## config.mk

```make
export PLATFORM = sky130hd
export DESIGN_NAME = cgra_config_streamer_flat
export DESIGN_NICKNAME = d
export VERILOG_FILES = /design/src/rtl/cgra_config_streamer_if.sv /design/src/rtl/cgra_config_streamer.sv /design/src/flat_wrapper.sv
export SDC_FILE = /design/constraint.sdc
export NUM_CORES = 1
export LEC_CHECK = 0
export BUFFER_PORTS_ARGS = -buffer_cell sky130_fd_sc_hd__buf_2
export CORE_ASPECT_RATIO = 0.7
export CORE_MARGIN = 4
export CORE_UTILIZATION = 45
export CTS_CLUSTER_SIZE = 28
export DETAILED_ROUTE_END_ITERATION = 6
export GPL_ROUTABILITY_DRIVEN = 0
export PLACE_DENSITY = 0.74
export SYNTH_ARGS = -nofsm -noshare
export SYNTH_HDL_FRONTEND = slang
export SYNTH_SLANG_ARGS = --single-unit
```

## constraint.sdc

```tcl
create_clock -name clk -period 6.35 [get_ports clk]
set_input_delay 0.635 -clock clk [delete_from_list [all_inputs] [get_ports clk]]
set_output_delay 0.635 -clock clk [all_outputs]
set_load 0.05 [all_outputs]
```

## src/rtl/cgra_config_streamer_if.sv

```systemverilog
`default_nettype none
// ----------------------------------------------------------------------------
// cgra_config_streamer_if : router write port and fabric output stream link
// Revision 1.0
// ----------------------------------------------------------------------------
interface cgra_config_streamer_if #(
  parameter int ADDR_W = 4,
  parameter int CFG_W  = 6
);
  logic                    cfg_wr_valid;
  logic [ADDR_W-1:0]       cfg_wr_addr;
  logic [CFG_W-1:0]        cfg_wr_data;
  logic                    cfg_wr_ready;
  logic                    out_valid;
  logic                    out_ready;
  logic [ADDR_W+CFG_W-1:0] out_data;
  logic                    out_parity;

  // master: router + fabric chain side; slave: the streamer
  modport master (
    output cfg_wr_valid, cfg_wr_addr, cfg_wr_data, out_ready,
    input  cfg_wr_ready, out_valid, out_data, out_parity
  );
  modport slave (
    input  cfg_wr_valid, cfg_wr_addr, cfg_wr_data, out_ready,
    output cfg_wr_ready, out_valid, out_data, out_parity
  );
endinterface
`default_nettype wire

```

## src/rtl/cgra_config_streamer.sv

```systemverilog
`default_nettype none
// ----------------------------------------------------------------------------
// cgra_config_streamer : per-PE routing-word table streamed out as {addr,cfg}
// Revision 1.0
// ----------------------------------------------------------------------------
module cgra_config_streamer #(
  parameter int NUM_PE    = 16,
  parameter int ADDR_W    = 4,
  parameter int CFG_W     = 6,
  parameter bit SKIP_ZERO = 1'b1
) (
  input  logic              clk,
  input  logic              reset,
  input  logic              cfg_clear,
  input  logic              start,
  output logic              busy,
  output logic              done,
  output logic [ADDR_W:0]   word_count,
  cgra_config_streamer_if.slave bus
);

  localparam logic [ADDR_W-1:0] LAST_IDX  = ADDR_W'(NUM_PE - 1);
  localparam logic [ADDR_W:0]   MAX_COUNT = (ADDR_W+1)'(NUM_PE);

  typedef enum logic [1:0] {
    S_IDLE = 2'd0,
    S_SCAN = 2'd1,
    S_EMIT = 2'd2,
    S_DONE = 2'd3
  } state_t;

  state_t                    state;
  state_t                    next_state;
  logic [CFG_W-1:0]          cfg_table [NUM_PE];
  logic [ADDR_W-1:0]         idx;
  logic [CFG_W-1:0]          cur_cfg;
  logic                      skip_entry;
  logic                      last_entry;
  logic                      emit_valid;
  logic [ADDR_W+CFG_W-1:0]   emit_data;
  logic                      emit_parity;

  assign cur_cfg    = cfg_table[idx];
  assign skip_entry = SKIP_ZERO && (cur_cfg == '0);
  assign last_entry = (idx == LAST_IDX);

  always_ff @(posedge clk or negedge reset) begin
    if (!reset) state <= S_IDLE;
    else        state <= next_state;
  end

  always_comb begin
    next_state = state;
    case (state)
      S_IDLE: if (start) next_state = S_SCAN;
      S_SCAN: begin
        if (!skip_entry)     next_state = S_EMIT;
        else if (last_entry) next_state = S_DONE;
      end
      S_EMIT: begin
        if (bus.out_ready) next_state = last_entry ? S_DONE : S_SCAN;
      end
      S_DONE:  next_state = S_IDLE;
      default: next_state = S_IDLE;
    endcase
  end

  // Table, scan index and output word; the table only changes while idle.
  always_ff @(posedge clk or negedge reset) begin
    if (!reset) begin
      for (int i = 0; i < NUM_PE; i++) cfg_table[i] <= '0;
      idx         <= '0;
      word_count  <= '0;
      emit_valid  <= 1'b0;
      emit_data   <= '0;
      emit_parity <= 1'b0;
    end else begin
      case (state)
        S_IDLE: begin
          if (cfg_clear) begin
            for (int i = 0; i < NUM_PE; i++) cfg_table[i] <= '0;
          end else if (bus.cfg_wr_valid) begin
            cfg_table[bus.cfg_wr_addr] <= bus.cfg_wr_data;
          end
          if (start) begin
            idx        <= '0;
            word_count <= '0;
          end
        end
        S_SCAN: begin
          if (skip_entry) begin
            if (!last_entry) idx <= idx + 1'b1;
          end else begin
            emit_valid  <= 1'b1;
            emit_data   <= {idx, cur_cfg};
            emit_parity <= ^{idx, cur_cfg};
          end
        end
        S_EMIT: begin
          if (bus.out_ready) begin
            emit_valid <= 1'b0;
            if (word_count != MAX_COUNT) word_count <= word_count + 1'b1;
            if (!last_entry) idx <= idx + 1'b1;
          end
        end
        default: ;
      endcase
    end
  end

  assign busy             = (state != S_IDLE);
  assign done             = (state == S_DONE);
  assign bus.cfg_wr_ready = (state == S_IDLE);
  assign bus.out_valid    = emit_valid;
  assign bus.out_data     = emit_data;
  assign bus.out_parity   = emit_parity;

endmodule
`default_nettype wire

```

## src/flat_wrapper.sv

```systemverilog
// flat-port wrapper written by rule: the top's interface ports become plain ports
module cgra_config_streamer_flat 
#(
  parameter int NUM_PE    = 16,
  parameter int ADDR_W    = 4,
  parameter int CFG_W     = 6,
  parameter bit SKIP_ZERO = 1'b1
)
  (clk, reset, cfg_clear, start, busy, done, word_count, bus_cfg_wr_valid, bus_cfg_wr_addr, bus_cfg_wr_data, bus_out_ready, bus_cfg_wr_ready, bus_out_valid, bus_out_data, bus_out_parity);
  cgra_config_streamer_if #(.ADDR_W(ADDR_W), .CFG_W(CFG_W)) bus_i ();
  input  logic clk;
  input  logic reset;
  input  logic cfg_clear;
  input  logic start;
  output logic busy;
  output logic done;
  output logic [ADDR_W:0] word_count;
  input wire logic [$bits(bus_i.cfg_wr_valid)-1:0] bus_cfg_wr_valid;
  input wire logic [$bits(bus_i.cfg_wr_addr)-1:0] bus_cfg_wr_addr;
  input wire logic [$bits(bus_i.cfg_wr_data)-1:0] bus_cfg_wr_data;
  input wire logic [$bits(bus_i.out_ready)-1:0] bus_out_ready;
  output wire logic [$bits(bus_i.cfg_wr_ready)-1:0] bus_cfg_wr_ready;
  output wire logic [$bits(bus_i.out_valid)-1:0] bus_out_valid;
  output wire logic [$bits(bus_i.out_data)-1:0] bus_out_data;
  output wire logic [$bits(bus_i.out_parity)-1:0] bus_out_parity;
  assign bus_i.cfg_wr_valid = bus_cfg_wr_valid;
  assign bus_i.cfg_wr_addr = bus_cfg_wr_addr;
  assign bus_i.cfg_wr_data = bus_cfg_wr_data;
  assign bus_i.out_ready = bus_out_ready;
  assign bus_cfg_wr_ready = bus_i.cfg_wr_ready;
  assign bus_out_valid = bus_i.out_valid;
  assign bus_out_data = bus_i.out_data;
  assign bus_out_parity = bus_i.out_parity;
  cgra_config_streamer #(.NUM_PE(NUM_PE), .ADDR_W(ADDR_W), .CFG_W(CFG_W), .SKIP_ZERO(SKIP_ZERO)) u_core (.clk(clk), .reset(reset), .cfg_clear(cfg_clear), .start(start), .busy(busy), .done(done), .word_count(word_count), .bus(bus_i));
endmodule
```

==> impl_metrics.toml <==
[status]
outcome = "finished, final reports clean"

[clock_tree]
insertion_delay_ps = 420
cts_buffers = 17
post_cts_resized = 0
clk_path_buf_depth = 2
holdBufCountCts = 0
post_cts_buffers = 0
htreeDepth = 4
cts_root_buffer = "clkbuf_16"
cts.clk_slew.worst_paths_ps = 60
clock_sink_count = 119
cts_tree = "built"

[routing]
drt-pass1-iter-count = 5
viasPerCell = 6.382
vias = 4806
drt-total-wl_mm = 17.42
drc = 0
antenna_left = 0
drt_iter0_drc = 568
wl_per_cell_um = 23.13

[yosys]
synth_edf_count = 0
ys_ff_latch = 119
synthArstFlopShare = 1.000
synth-compound-area-share = 0.1711
synthTopCellsByCount = "dfrtp_1, mux2i_1, o2bb2ai_1, clkbuf_1, nand2_1"
synthMuxAreaShare = 0.2423
synth_top_family_by_area = "multiplexers"
synthDominantCellAreaShare = 0.4508
yosysTopAreaCell = "dfrtp_1"
synth_area_um2 = 6605
syn_nets = 571
synthAdderAreaFrac = 0.02084
avgSynthCellArea_um2 = 12.14
postSynthCellCount = 544
ys_seq_area_frac = 0.4508
netlist_top_cells_area = "dfrtp_1, mux2i_1, o2bb2ai_1"
yosys.area_share.xor_xnor = 0.005304
yosysWarnings = 0
yosys.area_share.simple = 0.06782
synth_most_common_cell = "dfrtp_1"
synth.distinct_cells = 46
synth_ff_type = "dfrtp_1"

[timing]
worstMarginPinSlew_ps = 1242
fmax_mhz = 284.4
min_period_ps = 3517
slew_headroom = 0.1717
worst_slack_ps = 2833
fin_crit_sh = 0.5538
rsz0062_at_grt = "no"
hold_viol_final = 0
fin_setup_tns_ps = 0
maxSlewViolCount = 0
fin_skew_ps = 9.114
setup_violations = 0

[critical_path]
worstPathMaxFanout = 29
critPathCaptureType = "register"
worstPathArrival_ps = 3800
worstSetupPathType = "reg2reg"
startpoint_type = "register"
cp.required_ps = 6640

[layout]
nets = 577
postLayoutCoreUtil = 0.5248
instances_no_fill = 753
area_delta_synth_final_pct = 12.37
drive_above_1_share = 0.1954
diodes = 0

[global_route]
grt_max_degree = 98
grt_pass1_vias = 4705
grt_pass1_wl_mm = 27.54
use_met2 = 0.2950
antenna_found_initial = 0
use_met3 = 0.07199
top_usage_layer = "met1"
grt_util_met1 = 0.3211
grt_use_total = 0.2146
overflow = 0

[die]
dieArea_um2 = 16710
rows = 36
dieWidth_um = 152.8
start_util = 0.4670
ios = 36
placeableCoreArea_um2 = 14140
die_y_um = 109.4

[power_and_ir_drop]
ir_drop_v = 0.0002644
power_density_nw_per_um2 = 599.6
power_leakage_nw = 3.129

[placement]
dpl_worst_slack_ps = 2971
dpl.hpwl_mm = 11.03
place_inst = 721
io_buffers = 35

[flow_run]
max_cap_violations = 0

[worst_hold_path]
hp-class = "in2async"
==> per-layer routing <==
| layer | vias up | routed length (um) | share of wire |
|---|---|---|---|
| met5 | - | 0 | 0 |
| met4 | 0 | 210 | 0.012 |
| met3 | 26 | 2002 | 0.11 |
| met2 | 229 | 7219 | 0.41 |
| met1 | 2449 | 7984 | 0.46 |
| li1 | 2102 | - | - |
==> cell families (layout without fill, tap and decap cells) <==
logic type	Yosys count	count (layout)
compound gates	139	139
mux	128	128
flops	119	119
simple gates	83	83
buf+inv	60	79
fa+ha+maj	11	11
xor+xnor	4	4
==> final timing paths <==
path                       slack (ps)  cells after the start              startpoint                endpoint
min reg2reg                       470                      2  u_core.bus.out_data[6]  u_core.bus.out_data[6]
min                               230                      1                   reset     u_core.cfg_table[6]
min in group clk                  470                      2  u_core.bus.out_data[6]  u_core.bus.out_data[6]
max in group asynchronous        4740                      2                   reset    u_core.cfg_table[84]
max                              2830                      8           u_core.idx[3]           u_core.idx[3]
max reg2reg                      2830                      8           u_core.idx[3]           u_core.idx[3]
==> metrics by stage <==
step	total power [mW]	area, um2	hold WS (ps)
floorplan	2.906	6605	339.4
global placement	3.302	6804	452.1
detailed placement	3.394	6804	457.5
CTS	4.434	7422	246.5
global route	4.698	7422	280.7
finish	4.450	7422	227.9
==> cell usage in the layout (no fill, tap or decap), types with 3 or more instances in the layout <==
master and instances:
nand3_1 8, a21o_2 5, or4_1 3, dfrtp_1 119, buf_4 5, mux4_2 19, mux2i_1 104, nand2b_1 11
nor2_1 4, ha_1 11, o2bb2ai_1 96, and2_1 7, xnor2_1 3, bufinv_16 3, o21ai_0 11, o31ai_1 3
nand3b_1 3, o22ai_1 6, clkbuf_16 17, buf_2 34, o21ai_2 3, a21oi_1 5, inv_1 7, mux4_1 5
nor2_2 9, nand2_1 29, clkbuf_8 3, clkinvlp_4 4
==> where the power goes <==
group / switching, mW / leakage (nW) / total (mW) / internal, mW
Sequential: 0.433 / 1.44 / 1.58 / 1.14
Clock: 0.363 / 0.291 / 1.01 / 0.648
Combinational: 1.03 / 1.39 / 1.86 / 0.829
==> registers in the layout, summed over array words and instances (netlist names) <==
name and flops:
u_core.bus.out_data 10, u_core.bus.out_parity 1, u_core.bus.out_valid 1, u_core.cfg_table 96
u_core.idx 4, u_core.state 2, u_core.word_count 5
==> layout make-up <==
type                    count  area, um2
clock buffers              21      470.5
clock inverters            11      147.6
fillers                  1205       6721
inverters                   8      30.03
multi-input cells         365       3351
flip-flops and latches    119       2978
well taps                 190      237.7
repair buffers             39      207.7
==> critical path, stage by stage (launching register included) <==
cell	delay [ps]
dfrtp_1	1160
mux4_2	440
o22ai_1	230
a21o_2	160
ha_1	190
nand3_1	100
nand2_1	500
nand2b_1	220
o311ai_0	380
No activity file was read; power rests on OpenSTA's default activity.
